$ cat config.mk
export PLATFORM = sky130hd
export DESIGN_NAME = lcd_timing_pattern_gen_flat
export DESIGN_NICKNAME = d
export VERILOG_FILES = /design/src/rtl/lcd_timing_pattern_gen_pkg.sv /design/src/rtl/lcd_timing_pattern_gen_if.sv /design/src/rtl/lcd_timing_pattern_gen_pattern_src.sv /design/src/rtl/lcd_timing_pattern_gen.sv /design/src/flat_wrapper.sv
export SDC_FILE = /design/constraint.sdc
export NUM_CORES = 1
export LEC_CHECK = 0
export ABC_CLOCK_PERIOD_IN_PS = 8080
export CORE_MARGIN = 8
export CORE_UTILIZATION = 55
export DETAILED_ROUTE_END_ITERATION = 7
export GPL_ROUTABILITY_DRIVEN = 1
export PLACE_DENSITY_LB_ADDON = 0.12
export SYNTH_ARGS = -nofsm -noshare
export SYNTH_HDL_FRONTEND = slang
export SYNTH_HIERARCHICAL = 1
export SYNTH_SLANG_ARGS = --single-unit
$ cat constraint.sdc
create_clock -name PixelClk -period 8.08 [get_ports PixelClk]
set_input_delay 2.02 -clock PixelClk [delete_from_list [all_inputs] [get_ports PixelClk]]
set_output_delay 2.02 -clock PixelClk [all_outputs]
set_load 0.02 [all_outputs]
$ cat src/rtl/lcd_timing_pattern_gen_pkg.sv
// Shared types and RGB565 colour constants for the LCD timing and pattern generator.
package lcd_pkg;

    typedef enum logic [1:0] {
        MODE_BARS  = 2'd0,
        MODE_SOLID = 2'd1,
        MODE_GRID  = 2'd2,
        MODE_CHECK = 2'd3
    } mode_t;

    localparam int R_W   = 5;
    localparam int G_W   = 6;
    localparam int B_W   = 5;
    localparam int RGB_W = R_W + G_W + B_W;

    localparam logic [RGB_W-1:0] RED     = 16'hF800;
    localparam logic [RGB_W-1:0] GREEN   = 16'h07E0;
    localparam logic [RGB_W-1:0] BLUE    = 16'h001F;
    localparam logic [RGB_W-1:0] YELLOW  = 16'hFFE0;
    localparam logic [RGB_W-1:0] MAGENTA = 16'hF81F;
    localparam logic [RGB_W-1:0] CYAN    = 16'h07FF;
    localparam logic [RGB_W-1:0] WHITE   = 16'hFFFF;
    localparam logic [RGB_W-1:0] GRAY    = 16'h8410;
    localparam logic [RGB_W-1:0] BLACK   = 16'h0000;

    function automatic logic [RGB_W-1:0] bar_color(input logic [2:0] idx);
        case (idx)
            3'd0:    bar_color = RED;
            3'd1:    bar_color = GREEN;
            3'd2:    bar_color = BLUE;
            3'd3:    bar_color = YELLOW;
            3'd4:    bar_color = MAGENTA;
            3'd5:    bar_color = CYAN;
            3'd6:    bar_color = WHITE;
            default: bar_color = GRAY;
        endcase
    endfunction

endpackage

$ cat src/rtl/lcd_timing_pattern_gen_if.sv
// Pattern-control inputs and RGB LCD pin bundle for lcd_timing_pattern_gen.
// No handshake: the generator streams one pixel per PixelClk; Mode/SolidColor are level inputs.
interface lcd_timing_pattern_gen_if;
    import lcd_pkg::*;

    logic [1:0]       Mode;
    logic [RGB_W-1:0] SolidColor;
    logic             LCD_DE;
    logic             LCD_HSYNC;
    logic             LCD_VSYNC;
    logic [R_W-1:0]   LCD_R;
    logic [G_W-1:0]   LCD_G;
    logic [B_W-1:0]   LCD_B;
    logic             FrameStart;
    logic [1:0]       ActiveMode;

    modport master (
        output Mode, SolidColor,
        input  LCD_DE, LCD_HSYNC, LCD_VSYNC, LCD_R, LCD_G, LCD_B, FrameStart, ActiveMode
    );

    modport slave (
        input  Mode, SolidColor,
        output LCD_DE, LCD_HSYNC, LCD_VSYNC, LCD_R, LCD_G, LCD_B, FrameStart, ActiveMode
    );

endinterface

$ cat src/rtl/lcd_timing_pattern_gen_pattern_src.sv
// Pattern source: bar/pitch counters and combinational RGB565 colour for the current pixel.
// LCD_PATTERN_SCROLL_EN adds a per-frame horizontal scroll offset.
module lcd_pattern_src
    import lcd_pkg::*;
#(
    parameter int H_ACTIVE   = 480,
    parameter int GRID_PITCH = 16,
    parameter int CW         = 16
) (
    input  logic             clk,
    input  logic             rst,
    input  logic             de,
    input  logic             x_load,
    input  logic             y_load,
    input  logic             y_adv,
    input  logic             frame_end,
    input  mode_t            active_mode,
    input  logic [RGB_W-1:0] solid,
    output logic [RGB_W-1:0] rgb
);

    localparam int BW = H_ACTIVE / 8;
    localparam int PW = (GRID_PITCH > 2) ? $clog2(GRID_PITCH) : 1;

    // Column state for one scrolled x position: bar index/remaining width and pitch phase.
    typedef struct packed {
        logic [CW-1:0] xs;
        logic [2:0]    bar;
        logic [CW-1:0] rem;
        logic [PW-1:0] col;
        logic          par;
    } col_t;

    function automatic col_t col_zero();
        col_zero     = '0;
        col_zero.rem = CW'(BW);
    endfunction

    function automatic col_t col_step(input col_t c);
        col_step = c;
        if (c.xs == CW'(H_ACTIVE - 1)) begin
            col_step = col_zero();
        end else begin
            col_step.xs = c.xs + CW'(1);
            // The last bar never advances, so it absorbs the remainder pixels.
            if (c.bar != 3'd7) begin
                if (c.rem == CW'(1)) begin
                    col_step.bar = c.bar + 3'd1;
                    col_step.rem = CW'(BW);
                end else begin
                    col_step.rem = c.rem - CW'(1);
                end
            end
            if (c.col == PW'(GRID_PITCH - 1)) begin
                col_step.col = '0;
                col_step.par = ~c.par;
            end else begin
                col_step.col = c.col + PW'(1);
            end
        end
    endfunction

    col_t          cur;
    col_t          org;
    logic [PW-1:0] row;
    logic          row_par;

`ifdef LCD_PATTERN_SCROLL_EN
    always_ff @(posedge clk) begin
        if (rst) begin
            org <= col_zero();
        end else if (frame_end) begin
            org <= col_step(org);
        end
    end
`else
    logic unused_frame_end;
    assign unused_frame_end = frame_end;
    assign org              = col_zero();
`endif

    always_ff @(posedge clk) begin
        if (rst) begin
            cur     <= col_zero();
            row     <= '0;
            row_par <= 1'b0;
        end else begin
            if (x_load) begin
                cur <= org;
            end else if (de) begin
                cur <= col_step(cur);
            end
            if (y_load) begin
                row     <= '0;
                row_par <= 1'b0;
            end else if (y_adv) begin
                if (row == PW'(GRID_PITCH - 1)) begin
                    row     <= '0;
                    row_par <= ~row_par;
                end else begin
                    row <= row + PW'(1);
                end
            end
        end
    end

    always_comb begin
        rgb = BLACK;
        if (de) begin
            case (active_mode)
                MODE_BARS:  rgb = bar_color(cur.bar);
                MODE_SOLID: rgb = solid;
                MODE_GRID:  rgb = (cur.col == '0 || row == '0) ? WHITE : BLACK;
                MODE_CHECK: rgb = (cur.par ^ row_par) ? WHITE : BLACK;
                default:    rgb = BLACK;
            endcase
        end
    end

endmodule

$ cat src/rtl/lcd_timing_pattern_gen.sv
// Parametrised LCD raster timing (HSYNC/VSYNC/DE) with four test patterns, all outputs registered.
// LCD_PATTERN_SCROLL_EN enables horizontal pattern scrolling inside lcd_pattern_src.
module lcd_timing_pattern_gen
    import lcd_pkg::*;
#(
    parameter int H_ACTIVE   = 480,
    parameter int H_FP       = 50,
    parameter int H_SYNC     = 4,
    parameter int H_BP       = 30,
    parameter int V_ACTIVE   = 272,
    parameter int V_FP       = 20,
    parameter int V_SYNC     = 2,
    parameter int V_BP       = 5,
    parameter bit HS_POL     = 1'b0,
    parameter bit VS_POL     = 1'b0,
    parameter int GRID_PITCH = 16,
    parameter int CW         = 16
) (
    input logic                      PixelClk,
    input logic                      RST,
    lcd_timing_pattern_gen_if.slave  bus
);

    localparam int H_TOTAL = H_SYNC + H_BP + H_ACTIVE + H_FP;
    localparam int V_TOTAL = V_SYNC + V_BP + V_ACTIVE + V_FP;
    localparam int H_START = H_SYNC + H_BP;
    localparam int V_START = V_SYNC + V_BP;

    logic [CW-1:0]    h_cnt;
    logic [CW-1:0]    v_cnt;
    mode_t            active_mode;
    logic [RGB_W-1:0] solid_q;
    logic             line_end, frame_end;
    logic             hs_act, vs_act, h_de, v_de, de;
    logic             x_load, y_load, y_adv;
    logic [RGB_W-1:0] rgb;

    logic             de_q, hs_q, vs_q, fs_q;
    logic [RGB_W-1:0] rgb_q;

    assign line_end  = (h_cnt == CW'(H_TOTAL - 1));
    assign frame_end = line_end && (v_cnt == CW'(V_TOTAL - 1));
    assign hs_act    = (h_cnt < CW'(H_SYNC));
    assign vs_act    = (v_cnt < CW'(V_SYNC));
    assign h_de      = (h_cnt >= CW'(H_START)) && (h_cnt < CW'(H_START + H_ACTIVE));
    assign v_de      = (v_cnt >= CW'(V_START)) && (v_cnt < CW'(V_START + V_ACTIVE));
    assign de        = h_de && v_de;
    // Column state is primed one pixel early; row state on the line before the first active line.
    assign x_load    = (h_cnt == CW'(H_START - 1));
    assign y_load    = line_end && (v_cnt == CW'(V_START - 1));
    assign y_adv     = line_end && v_de;

    always_ff @(posedge PixelClk) begin
        if (RST) begin
            h_cnt       <= '0;
            v_cnt       <= '0;
            active_mode <= MODE_BARS;
            solid_q     <= '0;
        end else begin
            h_cnt <= line_end ? '0 : h_cnt + CW'(1);
            if (line_end) begin
                v_cnt <= (v_cnt == CW'(V_TOTAL - 1)) ? '0 : v_cnt + CW'(1);
            end
            if (frame_end) begin
                active_mode <= mode_t'(bus.Mode);
                solid_q     <= bus.SolidColor;
            end
        end
    end

    lcd_pattern_src #(
        .H_ACTIVE   (H_ACTIVE),
        .GRID_PITCH (GRID_PITCH),
        .CW         (CW)
    ) u_src (
        .clk         (PixelClk),
        .rst         (RST),
        .de          (de),
        .x_load      (x_load),
        .y_load      (y_load),
        .y_adv       (y_adv),
        .frame_end   (frame_end),
        .active_mode (active_mode),
        .solid       (solid_q),
        .rgb         (rgb)
    );

    always_ff @(posedge PixelClk) begin
        if (RST) begin
            de_q  <= 1'b0;
            hs_q  <= ~HS_POL;
            vs_q  <= ~VS_POL;
            rgb_q <= '0;
            fs_q  <= 1'b0;
        end else begin
            de_q  <= de;
            hs_q  <= hs_act ? HS_POL : ~HS_POL;
            vs_q  <= vs_act ? VS_POL : ~VS_POL;
            rgb_q <= rgb;
            fs_q  <= (h_cnt == '0) && (v_cnt == '0);
        end
    end

    assign bus.LCD_DE     = de_q;
    assign bus.LCD_HSYNC  = hs_q;
    assign bus.LCD_VSYNC  = vs_q;
    assign bus.LCD_R      = rgb_q[RGB_W-1 -: R_W];
    assign bus.LCD_G      = rgb_q[B_W +: G_W];
    assign bus.LCD_B      = rgb_q[B_W-1:0];
    assign bus.FrameStart = fs_q;
    assign bus.ActiveMode = active_mode;

endmodule

$ cat src/flat_wrapper.sv
// flat-port wrapper written by rule: the top's interface ports become plain ports
module lcd_timing_pattern_gen_flat import lcd_pkg::*;
#(
    parameter int H_ACTIVE   = 480,
    parameter int H_FP       = 50,
    parameter int H_SYNC     = 4,
    parameter int H_BP       = 30,
    parameter int V_ACTIVE   = 272,
    parameter int V_FP       = 20,
    parameter int V_SYNC     = 2,
    parameter int V_BP       = 5,
    parameter bit HS_POL     = 1'b0,
    parameter bit VS_POL     = 1'b0,
    parameter int GRID_PITCH = 16,
    parameter int CW         = 16
)
  (PixelClk, RST, bus_Mode, bus_SolidColor, bus_LCD_DE, bus_LCD_HSYNC, bus_LCD_VSYNC, bus_LCD_R, bus_LCD_G, bus_LCD_B, bus_FrameStart, bus_ActiveMode);
  lcd_timing_pattern_gen_if bus_i ();
  input logic PixelClk;
  input logic RST;
  input wire logic [$bits(bus_i.Mode)-1:0] bus_Mode;
  input wire logic [$bits(bus_i.SolidColor)-1:0] bus_SolidColor;
  output wire logic [$bits(bus_i.LCD_DE)-1:0] bus_LCD_DE;
  output wire logic [$bits(bus_i.LCD_HSYNC)-1:0] bus_LCD_HSYNC;
  output wire logic [$bits(bus_i.LCD_VSYNC)-1:0] bus_LCD_VSYNC;
  output wire logic [$bits(bus_i.LCD_R)-1:0] bus_LCD_R;
  output wire logic [$bits(bus_i.LCD_G)-1:0] bus_LCD_G;
  output wire logic [$bits(bus_i.LCD_B)-1:0] bus_LCD_B;
  output wire logic [$bits(bus_i.FrameStart)-1:0] bus_FrameStart;
  output wire logic [$bits(bus_i.ActiveMode)-1:0] bus_ActiveMode;
  assign bus_i.Mode = bus_Mode;
  assign bus_i.SolidColor = bus_SolidColor;
  assign bus_LCD_DE = bus_i.LCD_DE;
  assign bus_LCD_HSYNC = bus_i.LCD_HSYNC;
  assign bus_LCD_VSYNC = bus_i.LCD_VSYNC;
  assign bus_LCD_R = bus_i.LCD_R;
  assign bus_LCD_G = bus_i.LCD_G;
  assign bus_LCD_B = bus_i.LCD_B;
  assign bus_FrameStart = bus_i.FrameStart;
  assign bus_ActiveMode = bus_i.ActiveMode;
  lcd_timing_pattern_gen #(.H_ACTIVE(H_ACTIVE), .H_FP(H_FP), .H_SYNC(H_SYNC), .H_BP(H_BP), .V_ACTIVE(V_ACTIVE), .V_FP(V_FP), .V_SYNC(V_SYNC), .V_BP(V_BP), .HS_POL(HS_POL), .VS_POL(VS_POL), .GRID_PITCH(GRID_PITCH), .CW(CW)) u_core (.PixelClk(PixelClk), .RST(RST), .bus(bus_i));
endmodule
==> impl_metrics.tcl <==
set metrics [dict create \
    worst_pin_slew_ns 1.049 \
    die_w_um 117.9 \
    layout.cells.most_common "dfxtp_1" \
    cpLargestDelayFamily "flip-flops" \
    clockBufferDepth 2 \
    grt_pass1_vias 4837 \
    worstPathRequired_ns 6.06 \
    initialDrtViolationCount 343 \
    fill_cells 883 \
    layout_setup_ws_ns 4.079 \
    antenna_left 0 \
    cts_setup_buffers 0 \
    tns_ns 0 \
    dp_slack_ns 4.050 \
    antenna_found_initial 0 \
    cts_max_level 4 \
    leakagePower_nw 2.307 \
    viasPerCell 5.828 \
    io_pins 42 \
    yosysWarningCount 6 \
    clk_pin_slew_worst_paths_ns 0.05 \
    cts-buffers-inserted 17 \
    crit_fanout 23 \
    std_cell_rows 37 \
    holdWs_ns 0.4701 \
    cp_slowest_cell "dfxtp_1" \
    post_dp_cell_area_mm2 0.006138 \
    dp_hpwl_um 8570 \
    wl_um 12900 \
    finalCritPeriodShare_pct 49.52 \
    endpoint_kind "output port" \
    powerDensity_mw_per_mm2 192.7 \
    cts_hold_buf 0 \
    dr.pass1.iters 5 \
    path_buf_inv 1 \
    fin_worst_skew_ns 0.009895 \
    grt_pass1_wl_um 22510 \
    drv_cap 0 \
    synthesis.nets 730 \
    crit_chain "clkdlybuf4s50_1" \
    slowest_delay_ns 0.74 \
    slew_headroom_pct 29.21 \
    core_area_mm2 0.01018 \
    post_cts_resized 0 \
    grt_max_degree 61 \
    worstPathArrival_ns 1.98 \
    start_kind "flop" \
    setup_viol 0 \
    initial_core_util_pct 56.03 \
    hp-class "reg -> reg" \
    critPathKind "reg -> out" \
    worst_skew_pair.late_latency_ns 0.52 \
    grt_usage_pct 19.11 \
    synth_cells 691 \
    vias 5024 \
    gr-total-overflow 0 \
    dieArea_mm2 0.01389 \
    synth_area_per_cell_um2 8.259 \
    finish.utilization_pct 65.61 \
    finalCriticalPeriod_ns 4.001 \
    final_cell_mix "115 x dfxtp_1, 61 x a21oi_1, 60 x nor2_1" \
    finalMaxSlewViolations 0 \
    fin_area_mm2 0.006683 \
    io_buffers 41 \
    rsz0062_at_grt "no" \
    cts-root-buf "clkbuf_8" \
    clock.fmax_mhz 249.9 \
    vdd_ir_drop_max_mv 0.1358 \
    syn_area_mm2 0.005707 \
    drc 0 \
    detail_route.wl_per_cell_um 14.96 \
    die_height_um 117.9 \
    drive_above_1_share_pct 6.474 \
    area_growth_syn_to_layout_pct 17.10 \
    outcome "finished, final reports clean" \
    diodes 0 \
    cts.sinks 115 \
    gp_congestion 0.8596 \
    layout.nets 754 \
    final_hold_viol_count 0 \
    cts_tree "done" \
]
-- routing by layer --
layer	global-route usage (%)	part of all wire, %	vias to the layer above
met5	0	0	-
met4	7.846	1.5	0
met3	5.036	4.1	20
met2	30.30	46	122
met1	24.13	48	2360
li1	-	-	2522
-- stage by stage --
stage	total power [mW]	cells
finish	1.288	862
global route	1.328	862
CTS	1.297	862
detailed placement	0.6139	832
global placement	0.6136	832
floorplan	0.5993	691
-- flip-flops by register name, summed over array words and instances (netlist names) --
signal,flops
u_core/bus.LCD_VSYNC,1
u_core/bus.FrameStart,1
u_core/bus.LCD_DE,1
u_core/u_src/cur,40
u_core/v_cnt,16
u_core/rgb_q,16
u_core/u_src/row,4
u_core/bus.LCD_HSYNC,1
u_core/solid_q,16
u_core/u_src/row_par,1
u_core/bus.ActiveMode,2
u_core/h_cnt,16
-- power breakdown --
group	switching, mW	internal, mW	leakage, nW
clock	0.243	0.442	0.274
sequential	0.00283	0.570	0.928
combinational	0.0160	0.0131	1.11
-- area by class of cell --
cell class | count | area [µm²] | area share (%)
inverters | 27 | 101.3 | 1.517
clock buffers | 25 | 494.2 | 7.396
well taps | 136 | 170.2 | 2.546
flip-flops and latches | 115 | 2302 | 34.45
repair buffers | 45 | 435.4 | 6.516
multi-input cells | 509 | 3129 | 46.83
clock inverters | 5 | 50.05 | 0.7489
-- path summary, 6_finish.rpt --
check,startpoint,end,slack (ns),depth (start not counted)
max,u_core/bus.ActiveMode[1],bus_ActiveMode[1],4.08,1
min,u_core/u_src/cur[11],u_core/u_src/cur[11],0.47,2
min reg2reg,u_core/u_src/cur[11],u_core/u_src/cur[11],0.47,2
max reg2reg,u_core/v_cnt[12],u_core/u_src/cur[21],4.49,11
(Power assumes the default switching activity.)
